==> src/rtl/master_sequencer.sv <==
// Top-level master FSM: conditions BTNL/BTNC/BTNR, sequences IDLE/PLAY/PAUSE/WIN/LOSE, counts wins.
// Optional feature macro MASTER_AUTO_RETURN_EN: frame-timed return from WIN/LOSE to IDLE.
module master_sequencer #(
  parameter int unsigned DEBOUNCE_CYCLES = 1000000,
  parameter int unsigned RETURN_FRAMES   = 180
) (
  input  logic       CLK,
  input  logic       RESET,
  input  logic       BTNL,
  input  logic       BTNC,
  input  logic       BTNR,
  input  logic       VS,
  input  logic       WIN_EVENT,
  input  logic       LOSE_EVENT,
  output logic [2:0] MASTER_STATE,
  output logic       GAME_EN,
  output logic       GAME_RESTART,
  output logic [3:0] ROUNDS_WON
);

  localparam int unsigned CW = (DEBOUNCE_CYCLES > 1) ? $clog2(DEBOUNCE_CYCLES) : 1;

  typedef enum logic [2:0] {
    IDLE  = 3'b000,
    PLAY  = 3'b001,
    PAUSE = 3'b010,
    WIN   = 3'b011,
    LOSE  = 3'b100
  } state_t;

  state_t        state, state_next;
  logic          restart_next;
  logic          game_en_next;
  logic          win_inc;
  logic          expire;

  // Button index: 0 = left, 1 = centre, 2 = right
  logic [2:0]    raw;
  logic [2:0]    sync1, sync2, deb, deb_d;
  logic [CW-1:0] cnt [3];
  logic [2:0]    press;

  assign raw   = {BTNR, BTNC, BTNL};
  assign press = deb & ~deb_d;

  always_ff @(posedge CLK or negedge RESET) begin
    if (!RESET) begin
      sync1 <= '0;
      sync2 <= '0;
      deb   <= '0;
      deb_d <= '0;
      for (int unsigned i = 0; i < 3; i++) cnt[i] <= '0;
    end else begin
      sync1 <= raw;
      sync2 <= sync1;
      deb_d <= deb;
      for (int unsigned i = 0; i < 3; i++) begin
        if (sync2[i] == deb[i]) begin
          cnt[i] <= '0;
        end else if (cnt[i] == CW'(DEBOUNCE_CYCLES - 1)) begin
          deb[i] <= ~deb[i];
          cnt[i] <= '0;
        end else begin
          cnt[i] <= cnt[i] + 1'b1;
        end
      end
    end
  end

`ifdef MASTER_AUTO_RETURN_EN
  localparam int unsigned FW = $clog2(RETURN_FRAMES + 1);

  logic          vs_q;
  logic          frame_tick;
  logic [FW-1:0] frame_cnt;

  assign frame_tick = vs_q & ~VS;
  // Expiry fires on the edge that samples the final tick, so the count never needs to hold RETURN_FRAMES
  assign expire     = frame_tick && (frame_cnt == FW'(RETURN_FRAMES - 1));

  always_ff @(posedge CLK or negedge RESET) begin
    if (!RESET) begin
      vs_q      <= 1'b0;
      frame_cnt <= '0;
    end else begin
      vs_q <= VS;
      if (state != WIN && state != LOSE) begin
        frame_cnt <= '0;
      end else if (frame_tick) begin
        frame_cnt <= frame_cnt + 1'b1;
      end
    end
  end
`else
  logic unused_vs;
  assign unused_vs = VS;
  assign expire    = 1'b0;
`endif

  always_comb begin
    state_next   = state;
    restart_next = 1'b0;
    win_inc      = 1'b0;
    case (state)
      IDLE: begin
        if (press[1]) begin
          state_next   = PLAY;
          restart_next = 1'b1;
        end
      end
      PLAY: begin
        if (LOSE_EVENT) begin
          state_next = LOSE;
        end else if (WIN_EVENT) begin
          state_next = WIN;
          win_inc    = 1'b1;
        end else if (press[1]) begin
          state_next = PAUSE;
        end
      end
      PAUSE: begin
        if (press[1]) begin
          state_next = PLAY;
        end else if (press[0]) begin
          state_next   = PLAY;
          restart_next = 1'b1;
        end else if (press[2]) begin
          state_next = IDLE;
        end
      end
      WIN, LOSE: begin
        if (press[1] || expire) state_next = IDLE;
      end
      default: state_next = IDLE;
    endcase
    game_en_next = (state_next == PLAY);
  end

  always_ff @(posedge CLK or negedge RESET) begin
    if (!RESET) begin
      state        <= IDLE;
      GAME_EN      <= 1'b0;
      GAME_RESTART <= 1'b0;
      ROUNDS_WON   <= '0;
    end else begin
      state        <= state_next;
      GAME_EN      <= game_en_next;
      GAME_RESTART <= restart_next;
      if (win_inc && ROUNDS_WON != 4'd15) ROUNDS_WON <= ROUNDS_WON + 4'd1;
    end
  end

  assign MASTER_STATE = state;

endmodule

==> config.mk <==
export PLATFORM = sky130hd
export DESIGN_NAME = master_sequencer
export DESIGN_NICKNAME = d
export VERILOG_FILES = /design/src/rtl/master_sequencer.sv
export SDC_FILE = /design/constraint.sdc
export NUM_CORES = 1
export LEC_CHECK = 0
export CAP_MARGIN = 30
export CORE_ASPECT_RATIO = 0.5
export CORE_MARGIN = 4
export CORE_UTILIZATION = 45
export DETAILED_ROUTE_END_ITERATION = 16
export PLACE_DENSITY = 0.73
export SYNTH_ARGS = -nofsm -noshare
export SYNTH_HDL_FRONTEND = slang
export SYNTH_SLANG_ARGS = --single-unit
==> constraint.sdc <==
create_clock -name CLK -period 3.64 [get_ports CLK]
set_input_delay 0.364 -clock CLK [delete_from_list [all_inputs] [get_ports CLK]]
set_output_delay 0.364 -clock CLK [all_outputs]
set_load 0.03 [all_outputs]
* Yosys cells after proc, flatten, opt, wreduce, memory -nomap -nowiden
Index checks and enable logic that the tools add are counted.
** Storage, ports and cells
- Register bits after elaboration :: 81
- Input bits :: 8
- Output and inout port bits :: 9
- Word-level logic and storage cells :: 65
** Operators by class
- $add $sub $neg :: 4
- Equality and inequality tests :: 12
- Multiplexer cells :: 22
- Bitwise logic cells :: 8
- Reductions and logical operators :: 6
** Operator list (count)
- $mux 20 :: 6
- $add 20x1->20 const B :: 3
- $eq 20x20->1 const B :: 3
- $mux 3 :: 8
- $pmux 3 s4 :: 1
- $eq 3x1->1 const B :: 2
- $eq 3x2->1 const B :: 2
- $mux 1 :: 6
- $not 1->1 :: 6
- $reduce_and 2->1 :: 3
- $add 4x1->4 const B :: 1
- $ne 4x4->1 const B :: 1
- $and 3x3->3 :: 1
- $eq 1x1->1 :: 3
- $eq 3x3->1 const B :: 1
- $logic_not 3->1 :: 1
- $not 3->3 :: 1
- $pmux 1 s2 :: 1
- $reduce_or 2->1 :: 1
- $logic_and 1x1->1 :: 1

* Logic depth before layout (Yosys ltp)
Gate-level depths: netlist of run 1.
- Depth after elaboration :: 7
- Depth in mapped cells :: 7
- Mapped depth without buffers :: 5

* Worst setup path after synthesis of run 1
OpenSTA, ideal clock, no wires.
- Kind :: register to register
- Start point :: register state[2], in the netlist MASTER_STATE[2]
- End point :: register ROUNDS_WON[1]
- Library setup time :: 0.125 ns
- Arrival time :: 1.795 ns
- Data required time :: 3.515 ns
- Setup slack :: 1.720 ns
- Cell stages (with the launch flop) :: 5
- Clock period less this slack :: 1.920 ns
- Cell sequence :: dfrtp_1 > nand2b_1 > nor4b_1 > nand2_1 > mux2_2
** Between the ends
- Longest elaborated chain between the ends :: 3
** RTL lines
- from (decl) :: line 31 : state_t state, state_next;
- from (signal assigned) :: line 146 : state <= state_next;
- $eq 3x1->1 :: line 104 : case (state)
- $mux 1 :: line 104
- $logic_and 1x1->1 :: line 149 : if (win_inc && ROUNDS_WON != 4'd15) ROUNDS_WON <= ROUNDS_WON + 4'd1;
- to (signal assigned) :: line 149
- to (decl) :: line 18 : output logic [3:0] ROUNDS_WON
Every way passes these cells.
A chain may end at the register's enable or synchronous reset.

* Worst setup path in the final report of run 1
- Start point :: register cnt[16] in the netlist's numbering
- End point :: register cnt[19] in the netlist's numbering
** Between the ends
- Longest elaborated chain between the ends :: 3
** RTL lines
- from (decl) :: line 40 : logic [CW-1:0] cnt [3];
- from (signal, indexed assignment) :: line 64 : cnt[i] <= cnt[i] + 1'b1;
- $add 20x1->20 / $eq 20x20->1 (equally long branches) :: line 64, 60
- $mux 20 * :: line 60 : end else if (cnt[i] == CW'(DEBOUNCE_CYCLES - 1)) begin
- $mux 20 * :: line 58 : if (sync2[i] == deb[i]) begin
Mark *: on every way between the ends. The rest lies on a longest branch, timed or not.

==> metrics, run 1 <==
max-slew violations=0; clock sinks=81; setup tns final=0 ns; status=finished, final reports clean; H-tree level count=3; NetSw=around 0.4 mW; Pint=1.48 mW; Avg Cell Area, Syn=10.1 sq um; clk_lat worst skew=roughly 0.33 ns; synthesis warning total=0; Root Driver=clkbuf_16; I/O pin count=17; GR Overflow Total=0; hold depth=0; IR drop worst, VDD=0.000216 V; RSZ-0062 raised after global routing=false; placed cell area=0.00415 sq mm; CTS resizes=0; CORE AREA=0.00814 sq mm; Req. time, crit path=3.85 ns; All-Layer GR Usage=0.149; complex-gate fraction of the synthesized area=0.0810; final setup fails=0; CP Cell Sequence=nand3_1 -> or4b_2 -> o31ai_2 -> buf_4 -> a21oi_1; Routed Antenna Nets=0; post-synthesis simple-gate area fraction=0.251; Comb pwr share=0.031; crit path DAT=2.63 ns; Worst Path Max Fanout=11; post-synth cell types=42; drt first pass iters=4; initial antenna violation count=0; clk slew on worst S/H paths=0.06 ns; Cells after Synth=382; switching share of power=0.210; HP Class=flip-flop to flip-flop; Starting Density=0.472; Relative slew margins=0.429; Die Height=73.4 microns; Crit Path Category=flip-flop to flip-flop; port bufs=15; Cell Rows=23; Cell Area, Synth=0.00384 sq mm; Sequential Power Share=0.493; largest net degree at the start of global routing=between 60 and 70; Final Hold Viols=0; number of global-route vias before repair=2738; Leak=1.83 nW; crit-path max cell delay=0.73 ns; fin util=0.547; Layout area overhead=15.9%; total die area=0.0102 sq mm; NumNets Final=~410; TritonCTS clock tree=yes; initial detailed-routing violation count=160; mux cell area share after synthesis=0.0146; fin crit share=0.665; max cap viols=0; Die X=roughly 140 microns; vias per cell=between 5 and 6; CP Launch Type=flip-flop; #FFs+latches synth=between 80 and 90; Setup crit end kind=flip-flop; post-synthesis sequential area ratio=0.527; Filler cells=a little over 700; GP Congestion=0.818; final routed DRC violation total=0; worst clock skew=~0.0064 ns; TritonCTS Buffers=9; Net Count, Synth=between 300 and 400; share of cells above drive strength 1=0.0835; ANT cells=0; Setup Fix Bufs, Post-CTS=0; clock power share=0.476; adder-cell share of the synthesized area=0.0130; Finished Cell Area=0.00446 sq mm; Detailed Place HPWL=about 4500 microns; final period demand of the worst path=2.42 ns; critical path's slowest cell=o31ai_2; via count=2779; EDFF count, synth=0; global-route wire length before repair=between 10000 and 15000 microns; Fmax=0.413 GHz; Slew @ Worst Pin=0.844 ns; routed wire length=6710 microns; Power Total=1.87 mW; xor/xnor share of the synthesized area=0.0911; Worst R2R Path Depth=5; FFs w/ async S/R, synth=1.00; Power Density=420 mW/mm^2; WL/cell=12.9 microns; largest family of logic cells by synthesized area=simple AND/OR/NAND/NOR gates; Max Root-Sink Buffers=2; top_reg_cell synth=dfrtp_1
==> per-layer routing <==
metal,vias to the layer above,part of all wire,track usage
li1,1403,-,-
met1,1350,0.49,0.193
met2,16,0.46,0.237
met3,10,0.024,0.0390
met4,0,0.018,0.0738
met5,-,0,0
==> worst max-delay path: cells and delay by family, from the launching register on <==
family / cells / cell delay [ns]
simple gates: 2 / 0.82
compound gates: 2 / 0.78
flops: 1 / 0.39
buf+inv: 1 / 0.30
==> area by class of cell <==
cell class,count,area [sq um],area share
Inverter,11,41.3,0.00927
Tap cell,112,140,0.0315
Sequential cell,81,2030,0.455
Clock inverter,5,55.1,0.0124
Clock buffer,11,243,0.0545
Multi-Input combinational cell,279,1740,0.391
Timing Repair Buffer,20,208,0.0466
==> layout by cell type, fill, tap and decap left out, types with 5 or more instances in the layout <==
cell	synthesis	routed
a21oi_1	22	22
xnor2_1	20	20
o31ai_1	13	11
nand4_1	12	12
clkbuf_16	0	9
nand2b_1	5	5
nor3_1	10	10
o21ai_0	10	9
nand2_1	22	22
nor4_1	7	7
and3_1	8	8
xor2_1	20	20
nor2_1	47	47
nand3_1	25	25
or4_1	10	10
clkdlybuf4s50_1	0	14
dfrtp_1	81	81
or3_1	9	9
inv_1	11	11
mux2_2	5	5
==> what timing repair did <==
action,4_1_cts,5_1_grt
hold buffers,1,0
setup endpoints to repair,0,0
hold endpoints to repair,19,0
==> kinds of logic after synthesis <==
| kind of cell | count (synthesis) |
|---|---|
| simple gates | 178 |
| fa+ha+maj | 4 |
| compound gates | 52 |
| buf+inv | 22 |
| flops | 81 |
| mux | 5 |
| xor+xnor | 40 |
==> flip-flops by register name, summed over array words and instances (netlist names) <==
signal        count
deb               3
sync1             3
cnt              60
ROUNDS_WON        4
MASTER_STATE      3
GAME_RESTART      1
deb_d             3
GAME_EN           1
sync2             3
==> synth_stat cells, types with 4 or more instances <==
cell type | instances | area share
mux2_2 | 5 | 0.015
and3_1 | 8 | 0.013
xor2_1 | 20 | 0.046
nand4_1 | 12 | 0.020
nor4_1 | 7 | 0.011
o21ai_0 | 10 | 0.013
nand2b_1 | 5 | 0.0081
or3_1 | 9 | 0.015
nor2_1 | 47 | 0.046
nor3_1 | 10 | 0.013
dfrtp_1 | 81 | 0.53
o31ai_1 | 13 | 0.025
clkbuf_1 | 8 | 0.0078
xnor2_1 | 20 | 0.046
or4_1 | 10 | 0.020
a21oi_1 | 22 | 0.029
inv_1 | 11 | 0.011
nand3_1 | 25 | 0.033
ha_1 | 4 | 0.013
nand2_1 | 22 | 0.021
==> per-stage QoR <==
| step | setup WS (ns) | cells | hold slack, ns |
|---|---|---|---|
| finish | 1.22 | 519 | 0.347 |
| global route | 1.08 | 519 | 0.361 |
| floorplan | 1.72 | 382 | 0.0684 |
| global placement | 1.22 | 501 | 0.334 |
| CTS | 1.21 | 519 | 0.348 |
| detailed placement | 1.21 | 502 | 0.270 |
==> worst paths after layout <==
check,start,end,slack [ns]
setup reg to reg,cnt[16],cnt[19],1.22
hold / removal,sync1[1],sync2[1],0.35
max in group asynchronous,RESET,cnt[53],2.61
setup / recovery,cnt[16],cnt[19],1.22
hold reg to reg,sync1[1],sync2[1],0.35
min in group asynchronous,RESET,cnt[20],0.45
==> power by group through the flow <==
stage                     Sequential, mW  Combinational (mW)  Clock, mW
after floorplan                    0.937              0.0237          0
after global placement             0.939              0.0546          0
after detailed placement           0.940              0.0599          0
after CTS                          0.923              0.0606      0.917
after global routing               0.925              0.0680      0.960
final                              0.923              0.0579      0.892
(Power assumes the default switching activity.)
==> run 2, diff against run 1 <==
PLACE_DENSITY = 0.76   (was 0.73)
clock period = 2.2 ns   (was 3.64 ns; I/O delays follow)
==> run 2 against run 1 <==
Total power increased by 57%. Hold slack got worse by 0.012 ns. Critical endpoint is now cnt[18]. Largest cell class unchanged. Final area decreased by 0.36%. Die area unchanged. Sequential cell count unchanged. Clock power increased by 49%. Register-to-register slack got worse by 1.1 ns. Clock-buffer cell count increased by 1. Fmax increased by 19%. Routed wire length increased by 3.5%. First-iteration DRC count decreased by 17%. Non-clock buffer count increased by 5. Critical path type unchanged. Largest power group unchanged.
==> metrics, run 2 (synthesis gave the netlist of run 1 again) <==
Starting Density=0.472 (unchanged); CP Launch Point=cnt[0]; Power Density=664 mW/mm^2 (+58%); Slew @ Worst Pin=0.600 ns (-0.245 ns); Req. time, crit path=2.46 ns (-1.39 ns); CP Launch Type=flip-flop; vias per cell=5.44 (+1.5%); number of global-route vias before repair=2799 (+2.2%); RSZ-0062 raised after global routing=false; max reg flops=60 (unchanged); H-tree level count=3 (unchanged); final period demand of the worst path=2.03 ns (-0.387 ns); clk slew on worst S/H paths=0.05 ns (about the same); NetSw=0.621 mW (+58%); pre-CTS setup slack=0.175 ns (-1.03 ns); initial detailed-routing violation count=133 (-17%); I/O pin count=17 (unchanged); post-route setup slack=0.166 ns (-1.05 ns); Die X=139 microns (unchanged); top flop regs=cnt (60), ROUNDS_WON (4); Root Driver=clkbuf_16; global-route wire length before repair=12500 microns (+0.73%); final routed DRC violation total=0 (unchanged); ANT cells=0 (unchanged); routed wire length=6950 microns (+3.5%); clock sinks=81 (unchanged); Cell Rows=23 (unchanged); most common cell after layout, fill and taps aside=dfrtp_1; Setup crit end kind=flip-flop; initial antenna violation count=0 (unchanged); largest net degree at the start of global routing=51 (-19%); Final Hold Viols=0 (unchanged); placed cell area=0.00417 sq mm (+0.42%); HP Class=input port to flip-flop; Worst R2R Path Depth=5 (unchanged); status=finished, final reports clean; worst clock skew=0.00433 ns (-0.00204 ns); Relative slew margins=0.600 (+0.171); Seq. cell area=0.00203 sq mm (unchanged); final setup fails=0 (unchanged); CP Cell Sequence=ha_1 -> nand2_1 -> or4_1 -> or4_4 -> a21oi_2; max-slew violations=0 (unchanged); GP Congestion=0.789 (-3.5%); Hold EP=sync1[1]; Hold Crit Start=BTNC; CORE AREA=0.00814 sq mm (unchanged); CTS resizes=0 (unchanged); TritonCTS clock tree=yes; Comb pwr share=0.032 (about the same); Pint=2.33 mW (+57%); total die area=0.0102 sq mm (unchanged); via count=2843 (+2.3%); Most flops, register=cnt; All-Layer GR Usage=0.151 (+0.00209); Leak=1.83 nW (+0.17%); critical path's slowest cell=or4_4; GR Overflow Total=0 (unchanged); port bufs=15 (unchanged); Crit Path Category=flip-flop to flip-flop; Multi-input gate area=0.00174 sq mm (unchanged); Sequential Power Share=0.518 (+0.025); IR drop worst, VDD=0.000359 V (+66%); flop-to-flop setup slack=0.17 ns (-1.05 ns); max cap viols=0 (unchanged); Layout area overhead=15.5%; clk_lat worst skew=0.33 ns (about the same); Die Height=73.4 microns (unchanged); TritonCTS Buffers=9 (unchanged); Fmax=0.492 GHz (+19%); crit path DAT=2.30 ns (-0.33 ns); Worst Path Max Fanout=5 (-6); Max Root-Sink Buffers=2 (unchanged); most frequent cells in the layout=dfrtp_1, nor2_1, nand3_1, a21oi_1, nand2_1; drt first pass iters=4 (unchanged); clock power share=0.449 (-0.027); Top Family by Delay on Critical Path=simple AND/OR/NAND/NOR gates; R2R Path End=cnt[18]; Detailed Place HPWL=4830 microns (+7.5%); fin crit share=0.924 (+0.259); share of cells above drive strength 1=0.0900 (+0.00649); worst r2r src=cnt[0]; NumNets Final=419 (+1.2%); crit-path max cell delay=0.52 ns (-0.21 ns); Filler cells=677 (-4.4%); critical path buffer and inverter count=0 (-1); Routed Antenna Nets=0 (unchanged); switching share of power=0.211 (+0.000635); WL/cell=13.3 microns (+2.7%); hold depth=1 (+1); Finished Cell Area=0.00444 sq mm (-0.36%); setup tns final=0 ns (unchanged)
==> run 2: cell type report <==
| type | count | area share |
|---|---|---|
| sequential | 81 | 0.457 |
| clock buffer | 12 | 0.0555 |
| inverter | 11 | 0.00930 |
| clock inverter | 3 | 0.00395 |
| timing repair buffer | 25 | 0.0507 |
| tap | 112 | 0.0316 |
| multi-input combinational | 279 | 0.392 |
==> run 2: power by group through the flow <==
stage / logic (mW) / clock network (mW) / registers [mW]
after CTS: 0.0991 / 1.36 / 1.53
after floorplan: 0.0393 / 0 / 1.55
after global placement: 0.0964 / 0 / 1.55
final: 0.0952 / 1.33 / 1.53
after global routing: 0.113 / 1.43 / 1.53
after detailed placement: 0.0975 / 0 / 1.55
==> run 2: worst max-delay path by stage <==
stage / end / slack (ns) / cells past startpoint
2_1_floorplan: ROUNDS_WON[1] / 0.28 / 4
3_3_place_gp: cnt[18] / 0.24 / 5
3_5_place_dp: cnt[18] / 0.17 / 5
4_1_cts: cnt[18] / 0.17 / 5
5_1_grt: cnt[18] / 0.08 / 5
6_report: cnt[18] / 0.17 / 5
==> run 2: timing repair <==
action | CTS | global route
hold buffers | 1 | 0
hold endpoints to repair | 47 | 0
setup buffers | 0 | 0
==> run 2: metrics by stage <==
step	std cells	util	power [mW]	hold WS [ns]
2_1_floorplan	382	-	1.59	-0.0756
3_3_place_gp	507	0.511	1.65	0.276
3_5_place_dp	507	0.511	1.65	0.281
4_1_cts	523	0.545	2.98	0.332
5_1_grt	523	0.545	3.08	0.328
6_report	523	0.545	2.95	0.335
==> run 2: routing by layer <==
| metal | vias to the layer above | GRT usage | wire length [microns] |
|---|---|---|---|
| li1 | 1414 | - | - |
| met1 | 1393 | 0.188 | 3360 |
| met2 | 31 | 0.254 | 3330 |
| met3 | 5 | 0.0481 | 190 |
| met4 | 0 | 0.0510 | 69 |
| met5 | - | 0 | 0 |
==> run 3, diff against run 2 <==
CORE_MARGIN = 1   (was 4)
==> run 3 against run 2 <==
Clock skew increased by 0.0043 ns. Largest power group unchanged. Clock-buffer cell count decreased by 2. Sequential power about the same. Total power increased by 4.2%. First-iteration DRC count increased by 6.0%. Final area increased by 0.76%. Sequential share of layout area decreased by 0.34 points. Global-route usage increased by 2.2 points. Highest routed layer unchanged. Cell count decreased by 0.19%. Clock power increased by 9%. Non-clock buffer count decreased by 2. Routed wire length about the same.
==> metrics, run 3 (synthesis gave the netlist of run 1 again) <==
Req. time, crit path=2.46 ns (about the same); initial antenna violation count=0 (unchanged); worst clock skew=0.00867 ns (+0.00434 ns); GP Congestion=0.829 (+5.0%); Sequential Power Share=0.497 (-0.021); CTS resizes=0 (unchanged); most common cell after layout, fill and taps aside=dfrtp_1; port bufs=15 (unchanged); routed wire length=6940 microns (about the same); max cap viols=0 (unchanged); final setup fails=0 (unchanged); final routed DRC violation total=0 (unchanged); via count=2890 (+1.7%); Worst Path Max Fanout=7 (+2); top flop regs=cnt (60), ROUNDS_WON (4); switching share of power=0.213 (+0.00276); Power Total=3.07 mW (+4.2%); share of cells above drive strength 1=0.0902 (+0.000220); Starting Density=0.472 (unchanged); NetSw=0.656 mW (+5.6%); NumNets Final=417 (-0.48%); Pint=2.42 mW (+3.9%); TritonCTS Buffers=9 (unchanged); Setup crit end kind=flip-flop; CP Launch Type=flip-flop; crit-path max cell delay=0.55 ns (+0.03 ns); critical path's slowest cell=or4_1; placed cell area=0.00418 sq mm (+0.24%); fin crit share=0.933 (+0.00894); TritonCTS clock tree=yes; Fmax=0.487 GHz (-0.96%); HP Class=input port to flip-flop; clk_lat worst skew=0.34 ns (about the same); drt first pass iters=4 (unchanged); Crit Path Category=flip-flop to flip-flop; CORE AREA=0.00814 sq mm (unchanged); Die X=133 microns (-4.3%); CP Cell Sequence=ha_1 -> nand2_1 -> or4_1 -> or4_4 -> a21oi_2; Routed Antenna Nets=0 (unchanged); Layout area overhead=16.3%; max-slew violations=0 (unchanged); RSZ-0062 raised after global routing=false; Max Root-Sink Buffers=2 (unchanged); clock sinks=81 (unchanged); Slew @ Worst Pin=0.470 ns (-0.129 ns); H-tree level count=3 (unchanged); Final Hold Viols=0 (unchanged); IR drop worst, VDD=0.000433 V (+21%); Power Density=687 mW/mm^2 (+3.5%); Cell Rows=23 (unchanged); vias per cell=5.54 (+1.8%); Most flops, register=cnt; setup tns final=0 ns (unchanged); Non-Filler Instances=522 (-0.19%); largest net degree at the start of global routing=38 (-25%); WL/cell=13.3 microns (+0.11%); Relative slew margins=0.686 (+0.0861); Leak=1.85 nW (+1.0%); GR Overflow Total=0 (unchanged); ANT cells=0 (unchanged); global-route wire length before repair=12100 microns (-3.2%); Root Driver=clkbuf_16; final period demand of the worst path=2.05 ns (+0.0197 ns); placed insts=505 (-0.39%); max reg flops=60 (unchanged); status=finished, final reports clean; most frequent cells in the layout=dfrtp_1, nor2_1, nand3_1, a21oi_1, nand2_1; number of global-route vias before repair=2749 (-1.8%); Finished Cell Area=0.00447 sq mm (+0.76%); crit path DAT=2.31 ns (about the same); total die area=0.00894 sq mm (-12%); Detailed Place HPWL=4720 microns (-2.3%); Comb pwr share=0.032 (about the same); initial detailed-routing violation count=141 (+6.0%); clock power share=0.471 (+0.022); All-Layer GR Usage=0.173 (+0.0224); Die Height=67.4 microns (-8.2%); I/O pin count=17 (unchanged); clk slew on worst S/H paths=0.06 ns (about the same)
-- run 3: power groups by stage --
stage / combinational [mW] / sequential (mW) / clock [mW]
finish: 0.0984 / 1.53 / 1.45
global route: 0.115 / 1.53 / 1.53
detailed placement: 0.101 / 1.55 / 0
global placement: 0.0996 / 1.55 / 0
floorplan: 0.0393 / 1.55 / 0
CTS: 0.103 / 1.53 / 1.48
-- run 3: worst paths after layout --
check	start	end	slack, ns	cells after the start
setup reg to reg	cnt[0]	cnt[18]	0.15	5
hold reg to reg	sync1[2]	sync2[2]	0.35	0
max in group asynchronous	RESET	cnt[35]	1.21	3
hold / removal	BTNL	sync1[0]	0.32	1
setup / recovery	cnt[0]	cnt[18]	0.15	5
min in group asynchronous	RESET	cnt[10]	0.39	2
-- run 3: layer usage --
layer | vias up | part of all wire | GRT usage
li1 | 1416 | - | -
met3 | 5 | 0.027 | 0.0495
met2 | 31 | 0.49 | 0.316
met1 | 1438 | 0.47 | 0.199
met5 | - | 0 | 0
met4 | 0 | 0.0082 | 0.0647
-- run 3: worst max-delay path, delay by kind of cell (launching register included) --
kind | cells | cell delay, ns
simple gates | 3 | 1.19
compound gates | 1 | 0.14
flops | 1 | 0.40
fa+ha+maj | 1 | 0.25
-- run 3: final cells by class --
cell class	instances	area (sq um)
Clock buffer	10	229
Clock inverter	6	58.8
Fill cell	692	3670
Inverter	11	41.3
Multi-Input combinational cell	279	1740
Sequential cell	81	2030
Tap cell	112	140
Timing Repair Buffer	23	235
-- run 3: repair_timing --
action                                 in CTS  in global routing
hold buffers                                1                  0
endpoints found under the hold margin      35                  0
setup buffers                               0                  0
-- run 3: per-stage QoR --
| stage | setup slack (ns) | hold slack [ns] | util |
|---|---|---|---|
| finish | 0.147 | 0.319 | 0.549 |
| CTS | 0.154 | 0.311 | 0.549 |
| floorplan | 0.280 | -0.0756 | - |
| global placement | 0.207 | 0.217 | 0.513 |
| global route | 0.0626 | 0.320 | 0.549 |
| detailed placement | 0.156 | 0.219 | 0.513 |
